### src/rtl/tri_sched.sv
// Round-robin scheduler sharing one triangle rasterizer among N_REQ requesters.
// Serializes the granted triangle onto the engine and forwards its pixel stream.
module tri_sched #(
    parameter int unsigned N_REQ = 4,
    parameter int unsigned ID_W  = 2,
    parameter int unsigned TMO   = 80
) (
    input  logic                 clk,
    input  logic                 reset,
    input  logic [N_REQ-1:0]     req,
    input  logic [9*N_REQ-1:0]   req_xv,
    input  logic [9*N_REQ-1:0]   req_yv,
    output logic [N_REQ-1:0]     ack,
    output logic [N_REQ-1:0]     done,
    output logic                 err,
    output logic                 tri_nt,
    output logic [2:0]           tri_xi,
    output logic [2:0]           tri_yi,
    input  logic                 tri_busy,
    input  logic                 tri_po,
    input  logic [2:0]           tri_xo,
    input  logic [2:0]           tri_yo,
    output logic                 px_valid,
    output logic [2:0]           px_x,
    output logic [2:0]           px_y,
    output logic [ID_W-1:0]      px_id
);

    localparam int unsigned IDX_W = ID_W + 1;
    localparam int unsigned CNT_W = 7;

    typedef enum logic [2:0] {
        ST_IDLE,
        ST_SEND0,
        ST_SEND1,
        ST_SEND2,
        ST_RUN,
        ST_DONE
    } state_t;

    typedef struct packed {
        logic [2:0] v2;
        logic [2:0] v1;
        logic [2:0] v0;
    } tri_t;

    state_t             state, state_d;
    logic [ID_W-1:0]    rr_ptr, rr_d;
    logic [ID_W-1:0]    id_d;
    logic [2:0]         vx1_q, vx2_q, vy1_q, vy2_q;
    logic [2:0]         vx1_d, vx2_d, vy1_d, vy2_d;
    logic [CNT_W-1:0]   cnt, cnt_d;

    logic [N_REQ-1:0]   ack_d, done_d;
    logic               err_d, nt_d, pxv_d;
    logic [2:0]         xi_d, yi_d, pxx_d, pxy_d;

    logic [IDX_W-1:0]   rr_sum [N_REQ];
    logic [ID_W-1:0]    rr_idx [N_REQ];
    logic               found;
    logic [ID_W-1:0]    winner;
    tri_t               xsel, ysel;

    // Search order: rr_ptr, rr_ptr+1, ... wrapping modulo N_REQ
    always_comb begin
        for (int k = 0; k < N_REQ; k++) begin
            rr_sum[k] = IDX_W'(rr_ptr) + IDX_W'(k);
            rr_idx[k] = (rr_sum[k] >= IDX_W'(N_REQ)) ? ID_W'(rr_sum[k] - IDX_W'(N_REQ))
                                                      : ID_W'(rr_sum[k]);
        end
    end

    // First pending request in search order wins
    always_comb begin
        found  = 1'b0;
        winner = '0;
        for (int k = 0; k < N_REQ; k++) begin
            if (!found && req[rr_idx[k]]) begin
                found  = 1'b1;
                winner = rr_idx[k];
            end
        end
    end

    always_comb begin
        xsel = '0;
        ysel = '0;
        for (int k = 0; k < N_REQ; k++) begin
            if (winner == ID_W'(k)) begin
                xsel = req_xv[9*k +: 9];
                ysel = req_yv[9*k +: 9];
            end
        end
    end

    // Next-state and next-output logic; outputs are registered from these values
    always_comb begin
        state_d = state;
        rr_d    = rr_ptr;
        id_d    = px_id;
        vx1_d   = vx1_q;
        vx2_d   = vx2_q;
        vy1_d   = vy1_q;
        vy2_d   = vy2_q;
        cnt_d   = cnt;
        ack_d   = '0;
        done_d  = '0;
        err_d   = 1'b0;
        nt_d    = 1'b0;
        xi_d    = '0;
        yi_d    = '0;
        pxv_d   = 1'b0;
        pxx_d   = '0;
        pxy_d   = '0;

        case (state)
            ST_IDLE: begin
                if (found) begin
                    state_d = ST_SEND0;
                    id_d    = winner;
                    vx1_d   = xsel.v1;
                    vx2_d   = xsel.v2;
                    vy1_d   = ysel.v1;
                    vy2_d   = ysel.v2;
                    ack_d   = N_REQ'(1) << winner;
                    rr_d    = (winner == ID_W'(N_REQ - 1)) ? '0 : winner + ID_W'(1);
                    nt_d    = 1'b1;
                    xi_d    = xsel.v0;
                    yi_d    = ysel.v0;
                end
            end
            ST_SEND0: begin
                state_d = ST_SEND1;
                xi_d    = vx1_q;
                yi_d    = vy1_q;
            end
            ST_SEND1: begin
                state_d = ST_SEND2;
                xi_d    = vx2_q;
                yi_d    = vy2_q;
            end
            ST_SEND2: begin
                state_d = ST_RUN;
                cnt_d   = '0;
            end
            ST_RUN: begin
                cnt_d = cnt + CNT_W'(1);
                if ((cnt >= CNT_W'(2)) && !tri_busy) begin
                    state_d = ST_DONE;
                    done_d  = N_REQ'(1) << px_id;
                end else if (cnt == CNT_W'(TMO - 1)) begin
                    state_d = ST_DONE;
                    done_d  = N_REQ'(1) << px_id;
                    err_d   = 1'b1;
                end else begin
                    // tri_po is only trusted while the engine reports busy
                    pxv_d = tri_po & tri_busy;
                    if (pxv_d) begin
                        pxx_d = tri_xo;
                        pxy_d = tri_yo;
                    end
                end
            end
            ST_DONE: begin
                state_d = ST_IDLE;
            end
            default: begin
                state_d = ST_IDLE;
            end
        endcase
    end

    // State, job context and registered outputs
    always_ff @(posedge clk or negedge reset) begin
        if (!reset) begin
            state    <= ST_IDLE;
            rr_ptr   <= '0;
            px_id    <= '0;
            vx1_q    <= '0;
            vx2_q    <= '0;
            vy1_q    <= '0;
            vy2_q    <= '0;
            cnt      <= '0;
            ack      <= '0;
            done     <= '0;
            err      <= 1'b0;
            tri_nt   <= 1'b0;
            tri_xi   <= '0;
            tri_yi   <= '0;
            px_valid <= 1'b0;
            px_x     <= '0;
            px_y     <= '0;
        end else begin
            state    <= state_d;
            rr_ptr   <= rr_d;
            px_id    <= id_d;
            vx1_q    <= vx1_d;
            vx2_q    <= vx2_d;
            vy1_q    <= vy1_d;
            vy2_q    <= vy2_d;
            cnt      <= cnt_d;
            ack      <= ack_d;
            done     <= done_d;
            err      <= err_d;
            tri_nt   <= nt_d;
            tri_xi   <= xi_d;
            tri_yi   <= yi_d;
            px_valid <= pxv_d;
            px_x     <= pxx_d;
            px_y     <= pxy_d;
        end
    end

endmodule

### config.mk
export PLATFORM = sky130hd
export DESIGN_NAME = tri_sched
export DESIGN_NICKNAME = d
export VERILOG_FILES = /design/src/rtl/tri_sched.sv
export SDC_FILE = /design/constraint.sdc
export NUM_CORES = 1
export LEC_CHECK = 0
export CAP_MARGIN = 5
export CORE_ASPECT_RATIO = 2
export CORE_MARGIN = 4
export CORE_UTILIZATION = 40
export DETAILED_ROUTE_END_ITERATION = 10
export HOLD_SLACK_MARGIN = 0.08
export PLACE_DENSITY = 0.82
export SLEW_MARGIN = 20
export SYNTH_ARGS = -nofsm -noshare
export SYNTH_HDL_FRONTEND = slang
export SYNTH_SLANG_ARGS = --single-unit
### constraint.sdc
create_clock -name clk -period 5.4 [get_ports clk]
set_input_delay 1.08 -clock clk [delete_from_list [all_inputs] [get_ports clk]]
set_output_delay 1.08 -clock clk [all_outputs]
set_load 0.02 [all_outputs]
==> impl_results.md, run 1 <==
- Vias per inst: about 5.6
- DRT antenna net count: 0
- Fmax: about 240 MHz
- Synth warn: 0
- Number of flops mapped to enable cells by yosys: 0
- Die W: approximately 66 um
- Drt pass-1 iters: 4
- Max_cap viols: 0
- Status: complete, no violations
- Register area: 1230 sq um
- Switching pwr: 0.709 mW
- Clock share of power: 0.173
- Root Buffer: clkbuf_16
- Min Tclk post-route: about 4100 ps
- Post-synthesis register bit count: slightly below 50
- Max clock buf depth: 2
- Via count: 2587
- Mapped Nets: 372
- Layout cells sized above 1: 0.0531
- Routed length per placed instance: 16.8 um
- Worst R2R Setup Slack: 2340 ps
- Post-Layout Cell Count: 465
- Post-layout util: 0.601
- RSZ-0062 raised after global routing: no
- Top Ports: 111
- CP startpoint: req[0]
- Initial antenna violation count: 0
- Starting Density: 0.413
- Arrival time at the worst endpoint: 4290 ps
- Hold Path Class: reg2reg
- DIE AREA: 8300 sq um
- Final Skew: 4.69 ps
- LEAKAGE: between 1.5 and 2 nW
- First-pass GRT wire length: around 13000 um
- Register area share after synthesis: 0.449
- Clock Latency Late Sink: 290 ps
- Ant diodes: 0
- Syn_area_per_cell: 9.76 sq um
- Clock slew at reported path FFs: 60 ps
- CP Data Required Time: between 5000 and 6000 ps
- Netlist cell types: 52
- IO buf count: 110
- Reg-to-Reg End: tri_yi[1]$_DFF_PN0_
- Area grow syn2layout: 45.6%
- Inst Count DP: roughly 460
- Vias in the first global route: 2777
- Fillers: about 580
- Clk sinks: 49
- Int Power: 1.08 mW
- Die height: 125 um
- Reg-to-Reg Start: rr_ptr[1]$_DFFE_PN0P_
- Detailed Route WL: 7830 um
- Slew of the pin with the lowest slew margin: 972 ps
- Power Density: 449 nW/um^2
- VDD IR max: 243 uV
- Startpoint Class: input pin
- Ys async rst share: 1.00
- H-tree depth: 2
- Ys flop type: dfrtp_1
- Dpl hpwl: ~6000 um
- # hold bufs at CTS: 0
- Slew HR: 0.352
- Type of the worst setup path: in2reg
- Rows: 42
- CTS Buf Count: 5
- Layout Nets: 468
- CTS tree: built
- Setup Buffers After CTS: 0
- GRT overflow: 0
- Reg power frac: 0.325
- Synthesized area: 2730 sq um
- Final setup TNS: 0 ps
- Post_cts resized: 0
- Multi-input logic area: between 1000 and 1500 sq um
- Setup crit end: tri_yi[1]$_DFF_PN0_
- Switching fraction of total power: 0.397
- Gr usage total: 0.192
- Cells after Synth: 280
- # setup viols final: 0
- Core ar.: 6620 sq um
- DRC: 0
- CP Max Fanout: 32
- Critical path capture point type: flop
- Max Slew Vio Count: 0
- DR iter-0 viols: 150
- Routability cong.: approximately 0.80
- Crit share post-route: 0.761
- Largest net degree at the start of global routing: 50
- Combinational share of power: 0.503
- Worst r2r path cells: 7
- Final Hold Fails: 0
==> worst min-delay path by stage <==
stage	from	endpoint	slack (ps)	cells past startpoint
after CTS	cnt[5]$_DFFE_PN0P_	cnt[5]$_DFFE_PN0P_	530	1
after floorplan	cnt[5]$_DFFE_PN0P_	cnt[5]$_DFFE_PN0P_	470	1
after global placement	cnt[5]$_DFFE_PN0P_	cnt[5]$_DFFE_PN0P_	490	1
final	cnt[5]$_DFFE_PN0P_	cnt[5]$_DFFE_PN0P_	530	1
after detailed placement	cnt[5]$_DFFE_PN0P_	cnt[5]$_DFFE_PN0P_	510	1
after global routing	cnt[5]$_DFFE_PN0P_	cnt[5]$_DFFE_PN0P_	560	1
==> through the flow <==
stage          total power, mW  hold slack, ps  setup WS [ps]  cell area, sq um
4_1_cts                   1.79             532           1330              3980
3_3_place_gp              1.44             494           1250              3830
2_1_floorplan             1.21             468           2120              2730
5_1_grt                   1.91             558           1060              3980
3_5_place_dp              1.48             511           1040              3830
6_report                  1.79             526           1290              3980
==> cells by family (layout without fill, tap and decap cells) <==
group | count (synthesis) | after routing | share of synthesized area
flops | 49 | 49 | 0.449
mux | 5 | 5 | 0.0188
buf+inv | 41 | 138 | 0.0673
fa+ha+maj | 6 | 6 | 0.0275
simple gates | 77 | 77 | 0.171
compound gates | 102 | 102 | 0.267
==> synthesized netlist by cell type, types with 3 or more instances <==
master	n	area (sq um)
mux2i_1	4	40.0
nor2_1	5	18.8
a221o_1	12	120
a21oi_1	29	145
ha_1	6	75.1
and3_1	4	25.0
nand2_1	17	63.8
nand3b_1	16	120
o21ai_0	7	35.0
o32ai_1	6	52.6
a22oi_1	6	45.0
buf_6	3	33.8
buf_2	3	15.0
a31oi_1	15	93.8
o22ai_1	5	31.3
nor2b_1	4	25.0
clkbuf_1	14	52.6
and2_1	7	43.8
inv_1	18	67.6
nand2b_1	3	18.8
nand3_1	7	35.0
a221oi_1	6	52.6
dfrtp_1	49	1230
==> power groups by stage <==
stage               registers (mW)  logic [mW]  clock network [mW]
finish                       0.580       0.898               0.308
global route                 0.598       0.983               0.325
CTS                          0.580       0.899               0.309
detailed placement           0.585       0.891                   0
global placement             0.580       0.861                   0
floorplan                    0.597       0.613                   0
==> final cells by class <==
cell class	instances	share of cell area
flip-flops and latches	49	0.308
inverters	19	0.0179
clock inverters	2	0.00346
repair buffers	111	0.278
well taps	88	0.0277
clock buffers	6	0.0324
multi-input cells	190	0.333
==> per-layer routing <==
layer | global-route usage | share of wire
met2 | 0.361 | 0.56
met4 | 0.0886 | 0.029
met3 | 0.0298 | 0.046
met1 | 0.196 | 0.36
met5 | 0 | 0
==> critical path, cell delays in order <==
cell and delay [ps]:
clkdlybuf4s50_1 450, or4_1 890, and4_1 330, ha_1 540
nor2b_1 520, a221oi_1 160, o32ai_1 300
==> sequential cells by signal, summed over array words and instances (netlist names) <==
register	flops
px_y	3
tri_nt	1
vy2_q	3
done	4
px_valid	1
ack	4
vx2_q	3
tri_yi	3
px_x	3
vy1_q	3
rr_ptr	2
err	1
state	3
px_id	2
vx1_q	3
tri_xi	3
cnt	7
==> cells in the final DEF (no fill, tap or decap), types with 2 or more instances in the layout <==
cell type and instances:
clkdlybuf4s50_1 109, dfrtp_1 49, a21oi_1 29, inv_1 18
nand2_1 17, nand3b_1 16, a31oi_1 15, a221o_1 12
o21ai_0 7, and2_1 7, nand3_1 7, a221oi_1 6
a22oi_1 6, o32ai_1 6, ha_1 6, nor2_1 5
o22ai_1 5, clkbuf_16 5, nor2b_1 4, and3_1 4
mux2i_1 4, nand2b_1 3, a21boi_0 2, or3_1 2
nor3_1 2, a41oi_1 2, o31ai_1 2, buf_4 2
Power figures use the tool's default switching activity.
==> run 2: changes to the inputs <==
Clock period 5.4 ns to 3.97 ns, I/O delays scaled along.
==> run 2 against run 1 <==
Effect of this change:
- clock power grew 42%
- setup slack lost 670 ps
- wire length grew 1.7%
- sequential share of layout area shrank 0.36 points
- critical path depth grew 1
- first-iteration DRC count shrank 22%
- register-to-register slack lost 990 ps
- worst hold slack lost 24 ps
- critical endpoint is now tri_yi[2]$_DFF_PN0_
- largest cell class unchanged
- highest routed layer unchanged
==> impl_results.md, run 2 (synthesized netlist as in run 1, its figures left out) <==
- Min Tclk post-route: 3340 ps
- Drt pass-1 iters: 4 (unchanged)
- Post_cts resized: 0 (unchanged)
- Type of the worst setup path: in2reg
- CP Max Fanout: 16 (-50%)
- Switching fraction of total power: 0.396 (-0.000981)
- First-pass GRT wire length: 12600 um (+0.38%)
- Int Power: 1.50 mW (+39%)
- Final Hold Fails: 0 (unchanged)
- Fmax: around 300 MHz
- Most frequent cells in the layout: clkdlybuf4s50_1 (109), dfrtp_1 (49), a21oi_1 (29)
- Clk sinks: 49 (unchanged)
- Slew of the pin with the lowest slew margin: 731 ps (-241 ps)
- VDD IR max: 342 uV (+41%)
- IO buf count: 110 (unchanged)
- Critical path capture point type: flop
- Die W: 66.5 um (unchanged)
- # setup viols final: 0 (unchanged)
- Ant diodes: 0 (unchanged)
- Most flop-heavy register: cnt
- Layout cells sized above 1: 0.0681 (+0.0150)
- Arrival time at the worst endpoint: 3520 ps (-770 ps)
- Slew HR: 0.511 (+0.159)
- Layout Nets: 473 (+1.1%)
- Root Buffer: clkbuf_16
- Startpoint Class: input pin
- Max_cap viols: 0 (unchanged)
- Clock Latency Late Sink: 290 ps (about the same)
- Final Skew: 7.83 ps (+3.13 ps)
- Top Ports: 111 (unchanged)
- Rows: 42 (unchanged)
- Multi-input logic area: 1320 sq um (unchanged)
- Largest net degree at the start of global routing: 50 (unchanged)
- H-tree depth: 2 (unchanged)
- Status: complete, no violations
- Flip-flop count of the largest register after layout: 7 (unchanged)
- Gr usage total: 0.196 (+0.00340)
- Vias per inst: 5.63 (+1.1%)
- Final setup TNS: 0 ps (unchanged)
- Routed length per placed instance: 16.9 um (+0.60%)
- Fillers: 596 (+3.1%)
- Worst R2R Setup Slack: 1350 ps (-990 ps)
- Die height: 125 um (unchanged)
- DIE AREA: 8300 sq um (unchanged)
- Reg-to-Reg End: tri_yi[2]$_DFF_PN0_
- CP max-delay cell: or4_1
- Area grow syn2layout: 47.3%
- Reg power frac: 0.318 (-0.007)
- Max Slew Vio Count: 0 (unchanged)
- DRC: 0 (unchanged)
- Placed Area: 3870 sq um (+0.98%)
- Clock slew at reported path FFs: 70 ps (about the same)
- Routability cong.: 0.797 (-0.30%)
- Commonest non-fill, non-tap cell in the layout: clkdlybuf4s50_1
- Largest registers: cnt: 7 flops, ack: 4 flops, done: 4 flops
- Via count: 2644 (+2.2%)
- Setup Buffers After CTS: 0 (unchanged)
- DRT antenna net count: 0 (unchanged)
- Initial antenna violation count: 0 (unchanged)
- Register area: 1230 sq um (unchanged)
- Max clock buf depth: 2 (unchanged)
- Slowest stage delay, CP: 720 ps (-170 ps)
- Layout Cell Area excl Fill: 4030 sq um (+1.2%)
- Combinational share of power: 0.506 (+0.003)
- CP Data Required Time: 4150 ps (-1430 ps)
- WP buf/inv: 2 (+1)
- Detailed Route WL: 7960 um (+1.7%)
- DR iter-0 viols: 117 (-22%)
- CTS Buf Count: 5 (unchanged)
- CTS tree: built
- Hold Path Class: in2async
- Crit-path cells: clkdlybuf4s50_1 > or4_1 > and4_1 > ha_1 > buf_4 > nor2b_1 > a221oi_1 > o32ai_1
- Crit share post-route: 0.842
- GRT overflow: 0 (unchanged)
- Clock share of power: 0.176 (+0.003)
- Dpl hpwl: 6300 um (+5.6%)
- Worst r2r path cells: 8 (+1)
- Vias in the first global route: 2774 (-0.11%)
- Reg-to-Reg Start: rr_ptr[1]$_DFFE_PN0P_
- LEAKAGE: 1.63 nW (+1.9%)
- Switching pwr: 0.981 mW (+38%)
- Core ar.: 6620 sq um (unchanged)
- Power Density: 615 nW/um^2 (+37%)
- Starting Density: 0.413 (unchanged)
- # hold bufs at CTS: 0 (unchanged)
- RSZ-0062 raised after global routing: no
- Crit path max-delay family: simple AND/OR/NAND/NOR gates
run 2: worst register-to-register path: cells and delay by family (launching register included):
kind	cells	cell delay [ps]
AO/OA/AOI/OAI	3	690
adder cells (fa/ha/maj)	1	230
buffers and inverters	1	200
flip-flops	1	420
AND/OR/NAND/NOR	3	980
run 2: cell type report:
type | count | area share
Sequential cell | 49 | 0.304
Clock buffer | 6 | 0.0345
Inverter | 19 | 0.0177
Clock inverter | 2 | 0.00342
Tap cell | 88 | 0.0273
Timing Repair Buffer | 116 | 0.284
Multi-Input combinational cell | 190 | 0.329
run 2: power by group through the flow:
stage / logic (mW) / registers (mW) / clock network [mW]
6_report: 1.25 / 0.788 / 0.436
3_3_place_gp: 1.20 / 0.789 / 0
3_5_place_dp: 1.25 / 0.797 / 0
5_1_grt: 1.37 / 0.811 / 0.459
4_1_cts: 1.25 / 0.787 / 0.440
2_1_floorplan: 0.833 / 0.812 / 0
run 2: metal layers:
| metal | wire length, um | global-route usage | vias up |
|---|---|---|---|
| li1 | - | - | 1259 |
| met1 | 2720 | 0.184 | 1250 |
| met2 | 4450 | 0.367 | 106 |
| met3 | 373 | 0.0289 | 29 |
| met4 | 418 | 0.127 | 0 |
| met5 | 0 | 0 | - |
run 2: worst max path at each step:
stage                     cells after the start    from                   to
after detailed placement                      8  req[0]  tri_yi[0]$_DFF_PN0_
after CTS                                     8  req[0]  tri_yi[2]$_DFF_PN0_
after floorplan                              10  req[0]  tri_xi[0]$_DFF_PN0_
final                                         8  req[0]  tri_yi[2]$_DFF_PN0_
after global routing                          8  req[0]  tri_yi[2]$_DFF_PN0_
after global placement                        8  req[0]  tri_xi[1]$_DFF_PN0_
run 2: stage by stage:
stage / power (mW) / setup WS (ps) / util / hold WS, ps / instances
3_5_place_dp: 2.04 / 406 / 0.585 / 505 / 462
3_3_place_gp: 1.99 / 603 / 0.585 / 502 / 462
2_1_floorplan: 1.65 / 973 / - / 468 / 280
6_report: 2.48 / 626 / 0.608 / 502 / 470
5_1_grt: 2.64 / 530 / 0.608 / 556 / 470
4_1_cts: 2.48 / 710 / 0.608 / 515 / 470
